===== src/rtl/mux4_rr_sched.sv =====
// mux4_rr_sched: round-robin scheduler sharing one 4:1 data mux among four
// requesters (a,b,c,d). It grants one requester at a time, bounds its tenure
// to QUANTUM beats while others wait, and registers the selected data.
//
// Ports:
//   clk       in   clock, rising edge
//   rst_n     in   async active-low reset, synchronous release
//   req[3:0]  in   request lines, bit0=a .. bit3=d
//   a,b,c,d   in   requester data, DATA_W each
//   gnt[3:0]  out  registered one-hot grant, 0 when idle
//   s[1:0]    out  registered mux select = granted index (holds when idle)
//   busy      out  high while in GRANT state
//   dout      out  registered mux output
//   dout_vld  out  dout carries a beat this cycle
module mux4_rr_sched #(
   parameter int DATA_W  = 8,
   parameter int QUANTUM = 4
) (
   input  logic              clk,
   input  logic              rst_n,
   input  logic [3:0]        req,
   input  logic [DATA_W-1:0] a,
   input  logic [DATA_W-1:0] b,
   input  logic [DATA_W-1:0] c,
   input  logic [DATA_W-1:0] d,
   output logic [3:0]        gnt,
   output logic [1:0]        s,
   output logic              busy,
   output logic [DATA_W-1:0] dout,
   output logic              dout_vld
);

   localparam int CNT_W = (QUANTUM > 1) ? $clog2(QUANTUM) : 1;
   localparam logic [CNT_W-1:0] CNT_MAX = CNT_W'(QUANTUM - 1);

   typedef enum logic {IDLE = 1'b0, GRANT = 1'b1} state_t;

   state_t            state_q, state_d;
   logic [3:0]        gnt_q, gnt_d;
   logic [1:0]        s_q, s_d;
   logic [1:0]        last_q, last_d;
   logic [CNT_W-1:0]  cnt_q, cnt_d;
   logic [DATA_W-1:0] dout_q, dout_d;
   logic              vld_q, vld_d;

   logic [3:0]        others;
   logic [1:0]        win;
   logic [DATA_W-1:0] mux_out;

   // First requester found scanning ptr+1, ptr+2, ... wrapping mod 4.
   function automatic logic [1:0] rr_pick(input logic [3:0] r, input logic [1:0] ptr);
      logic [1:0] idx;
      logic       found;
      rr_pick = ptr;
      found   = 1'b0;
      for (int k = 1; k <= 4; k++) begin
         idx = ptr + 2'(k);
         if (!found && r[idx]) begin
            rr_pick = idx;
            found   = 1'b1;
         end
      end
   endfunction

   always_comb begin
      mux_out = a;
      case (s_q)
         2'd0: mux_out = a;
         2'd1: mux_out = b;
         2'd2: mux_out = c;
         2'd3: mux_out = d;
         default: mux_out = a;
      endcase
   end

   // gnt_q is zero in IDLE, so one masked search serves both the initial
   // grant and the handoff; last_q equals the owner while granted.
   assign others = req & ~gnt_q;
   assign win    = rr_pick(others, last_q);

   // State register
   always_ff @(posedge clk or negedge rst_n) begin
      if (!rst_n) begin
         state_q <= IDLE;
         gnt_q   <= '0;
         s_q     <= '0;
         last_q  <= 2'd3;
         cnt_q   <= '0;
         dout_q  <= '0;
         vld_q   <= 1'b0;
      end else begin
         state_q <= state_d;
         gnt_q   <= gnt_d;
         s_q     <= s_d;
         last_q  <= last_d;
         cnt_q   <= cnt_d;
         dout_q  <= dout_d;
         vld_q   <= vld_d;
      end
   end

   // Next-state logic
   always_comb begin
      state_d = state_q;
      gnt_d   = gnt_q;
      s_d     = s_q;
      last_d  = last_q;
      cnt_d   = cnt_q;
      dout_d  = dout_q;
      vld_d   = 1'b0;
      case (state_q)
         IDLE: begin
            if (|req) begin
               state_d = GRANT;
               gnt_d   = 4'b0001 << win;
               s_d     = win;
               last_d  = win;
               cnt_d   = '0;
            end
         end
         GRANT: begin
            if (!req[s_q]) begin
               // Release: hand off without an idle cycle when anyone waits.
               if (|others) begin
                  gnt_d  = 4'b0001 << win;
                  s_d    = win;
                  last_d = win;
                  cnt_d  = '0;
               end else begin
                  state_d = IDLE;
                  gnt_d   = '0;
               end
            end else begin
               dout_d = mux_out;
               vld_d  = 1'b1;
               if (cnt_q == CNT_MAX && |others) begin
                  // Quantum used up with a waiter: this beat is the last one.
                  gnt_d  = 4'b0001 << win;
                  s_d    = win;
                  last_d = win;
                  cnt_d  = '0;
               end else if (cnt_q != CNT_MAX) begin
                  cnt_d = cnt_q + CNT_W'(1);
               end
            end
         end
         default: state_d = IDLE;
      endcase
   end

   // Outputs
   always_comb begin
      gnt      = gnt_q;
      s        = s_q;
      busy     = (state_q == GRANT);
      dout     = dout_q;
      dout_vld = vld_q;
   end

endmodule

===== config.mk =====
export PLATFORM = sky130hd
export DESIGN_NAME = mux4_rr_sched
export DESIGN_NICKNAME = d
export VERILOG_FILES = /design/src/rtl/mux4_rr_sched.sv
export SDC_FILE = /design/constraint.sdc
export NUM_CORES = 1
export LEC_CHECK = 0
export ABC_AREA = 0
export CAP_MARGIN = 5
export CELL_PAD_IN_SITES_DETAIL_PLACEMENT = 1
export CELL_PAD_IN_SITES_GLOBAL_PLACEMENT = 2
export CORE_ASPECT_RATIO = 0.9
export CORE_UTILIZATION = 27
export CTS_CLUSTER_SIZE = 14
export DETAILED_ROUTE_END_ITERATION = 10
export PLACE_DENSITY_LB_ADDON = 0.1
export SETUP_SLACK_MARGIN = 0.1
export SLEW_MARGIN = 15
export SYNTH_ARGS = -nofsm -noshare
export SYNTH_HDL_FRONTEND = slang
export SYNTH_SLANG_ARGS = --single-unit

===== constraint.sdc =====
create_clock -name clk -period 5.5 [get_ports clk]
set_clock_uncertainty 0.05 [all_clocks]
set_input_delay 0.825 -clock clk [delete_from_list [all_inputs] [get_ports clk]]
set_output_delay 0.825 -clock clk [all_outputs]
set_load 0.01 [all_outputs]

==> results.cfg <==
[finish]
final_util_pct = 44.1
num_antenna_cells = 0
instances_no_fill = 207
nets = 187
area_delta_synth_final_pct = 53.0
num-fill-cells = 462
final_area_sq_um = 1850
drive_gt1_share_pct = 14.3

[detailed_routing]
drc = 0
viasPerCell = 4.86
wire_per_inst_um = 16.0
drtAntennaViolNets = 0
dr.pass1.iters = 4
wl_um = 3310
via_count = 1005
drtIter0Drc = 12

[global_route]
track_usage_pct = 15.5
overflow = 0
grt_max_degree = 21
grt_pass1_vias = 1176
grt_pass1_wl_um = 5550
antenna_found_initial = 0

[sta]
clock.fmax_mhz = 373
setup_viol = 0
period_minus_slack_ns = 2.68
rsz0062_at_grt = no
slew_headroom_pct = 39.8
setup_tns_ns = 0
min_period_over_period_pct = 48.8
finalHoldViolations = 0
report.final.slew_viol_count = 0
worst_slack_ns = 2.82
whs_ns = 0.471
tightestPinTransition_ns = 0.900

[outcome]
status = finished, final reports clean

[synth]
synth-seq-cells = 20
yosys_warnings = 0
synth_top_area_share_pct = 37.3
synth.cell_area_sq_um = 1210
syn_inst = 93
syn-num-nets = 132
synthDistinctLibCells = 32
ys_seq_area_share_pct = 41.7
synth_area_leader_cell = dfrtp_1
avgSynthCellArea_sq_um = 13.0
ys_top_cells_by_area = dfrtp_1 (37%), mux4_1 (17%), mux2_2 (7.5%)

[setup_path]
slowest_delay_ns = 0.55
critPathLaunchType = input pin
crit_path_frequent_cell = o21ai_1
required_ns = 5.59
end_kind = register
path_class = in -> reg
critical_path.top_delay_family = compound AO/OA/AOI/OAI gates
crit_path_max_fanout = 11
critPathSlowestCell = mux4_2
path_cells = clkdlybuf4s50_1 > mux4_2 > and2_2 > o21ai_1 > o21ai_1 > a32o_1
crit_buf_inv = 1
arrival_ns = 2.78

[clock_tree]
cts_root_buffer = clkbuf_8
cts_tree = built
clk_pin_slew_ns = 0.07
cts_max_level = 1
clock_sinks = 20
numCtsBuffers = 3
clk_latency_ns = 0.25
post-cts-setup-buffers = 0
cts_resized = 0
hold_buffers = 0
cts_buffer_depth = 2

[hold_path]
worstHoldPathType = reg -> reg

[floorplan]
fp.dieH_um = 65.4
start_util_pct = 28.9
ios = 54
die_area_sq_um = 4740
num_rows = 22
die_w_um = 72.5
core_sq_um = 4180

[placed_design]
dp_hpwl_um = 2680
gp_congestion = 0.822
pre_cts_ws_ns = 2.55
placed_cells = 203
placed_area_sq_um = 1790
portBuffers = 53

[power]
p_leak_nw = 0.730
ir_drop_mv = 0.224
p_total_uw = 896
power.density_nw_per_um2 = 485

[job]
drv_cap = 0
state kept, by name (all words and copies together), names as in the netlist:
signal	cells
dout	8
cnt_q	2
s	2
last_q	2
gnt	4
dout_vld	1
busy	1
layer usage:
layer	up-vias	part of all wire, %	GRT usage [%]	wire length, um
met3	2	4.4	3.37	146
met5	-	0	0	0
li1	467	-	-	-
met4	0	0.24	2.21	8
met2	24	53	27.7	1740
met1	512	43	19.6	1410
power by group:
part           internal (mW)  leakage [nW]  switching (mW)  total [mW]
combinational          0.284         0.464           0.200       0.485
sequential             0.222         0.237          0.0786       0.301
clock                 0.0636        0.0288          0.0474       0.111
total                  0.570         0.730           0.326       0.896
Yosys cell counts:
| cell type | instances |
|---|---|
| a32o_1 | 3 |
| nand2_2 | 1 |
| o2bb2ai_2 | 1 |
| o211a_1 | 1 |
| mux2_2 | 8 |
| and2_2 | 1 |
| nand2_1 | 4 |
| nor2b_1 | 3 |
| dfrtp_1 | 18 |
| nor3b_1 | 1 |
| o22ai_1 | 1 |
| or4_1 | 1 |
| o21ai_0 | 4 |
| nor2_1 | 6 |
| o211ai_1 | 1 |
| dfstp_2 | 2 |
| a211oi_4 | 1 |
| mux2_1 | 1 |
| a21oi_1 | 4 |
| o21ai_1 | 2 |
| a2111oi_4 | 1 |
| mux4_1 | 8 |
| nand3_1 | 2 |
| buf_6 | 1 |
| and3_4 | 1 |
| inv_1 | 6 |
| nand2b_1 | 3 |
| mux4_2 | 1 |
| a31oi_1 | 2 |
| ha_1 | 1 |
| buf_2 | 2 |
| mux2i_1 | 1 |
layout make-up:
| cell class | count | area (sq um) | share of cell area (%) |
|---|---|---|---|
| Multi-Input combinational cell | 64 | 661 | 35.8 |
| Timing Repair Buffer | 53 | 531 | 28.7 |
| Sequential cell | 20 | 503 | 27.2 |
| Tap cell | 60 | 75.1 | 4.07 |
| Clock buffer | 4 | 55.1 | 2.98 |
| Inverter | 6 | 22.5 | 1.22 |
logic make-up after synthesis:
logic type,share of synthesized area (%)
adders and majority gates,1.04
and+or+nand+nor,10.4
muxes,28.5
buffers and inverters,3.63
DFF,41.7
AOI/OAI and AO/OA,14.8
layout by cell type (no fill, tap or decap):
cell	netlist	final
o211ai_1	1	1
a211oi_4	1	1
o211a_1	1	1
a21oi_1	4	4
mux2_2	8	8
nor3b_1	1	1
a32o_1	3	3
dfrtp_1	18	18
o21ai_0	4	4
dfstp_2	2	2
clkbuf_8	0	4
nand3_1	2	2
nor2b_1	3	3
ha_1	1	1
nand2_2	1	1
nand2_1	4	4
mux2_1	1	1
mux4_1	8	8
a31oi_1	2	2
clkdlybuf4s50_1	0	53
or4_1	1	1
o2bb2ai_2	1	1
nand2b_1	3	3
and3_4	1	1
mux4_2	1	1
a2111oi_4	1	1
and2_2	1	1
o22ai_1	1	1
nor2_1	6	6
o21ai_1	2	2
mux2i_1	1	1
inv_1	6	6
final timing paths:
path,startpoint,endpoint,slack (ns),cells past startpoint
max in group asynchronous,rst_n,dout[5]$_DFFE_PN0P_,3.83,1
worst min-delay path,dout[5]$_DFFE_PN0P_,dout[5]$_DFFE_PN0P_,0.47,1
worst max-delay path,req[1],gnt[0]$_DFFE_PN0P_,2.82,6
worst min register to register,dout[5]$_DFFE_PN0P_,dout[5]$_DFFE_PN0P_,0.47,1
worst max register to register,s[1]$_DFFE_PN0P_,gnt[0]$_DFFE_PN0P_,3.22,5
min in group asynchronous,rst_n,dout_vld$_DFF_PN0_,1.03,1
Note: power is estimated with default switching activity, not from simulation.
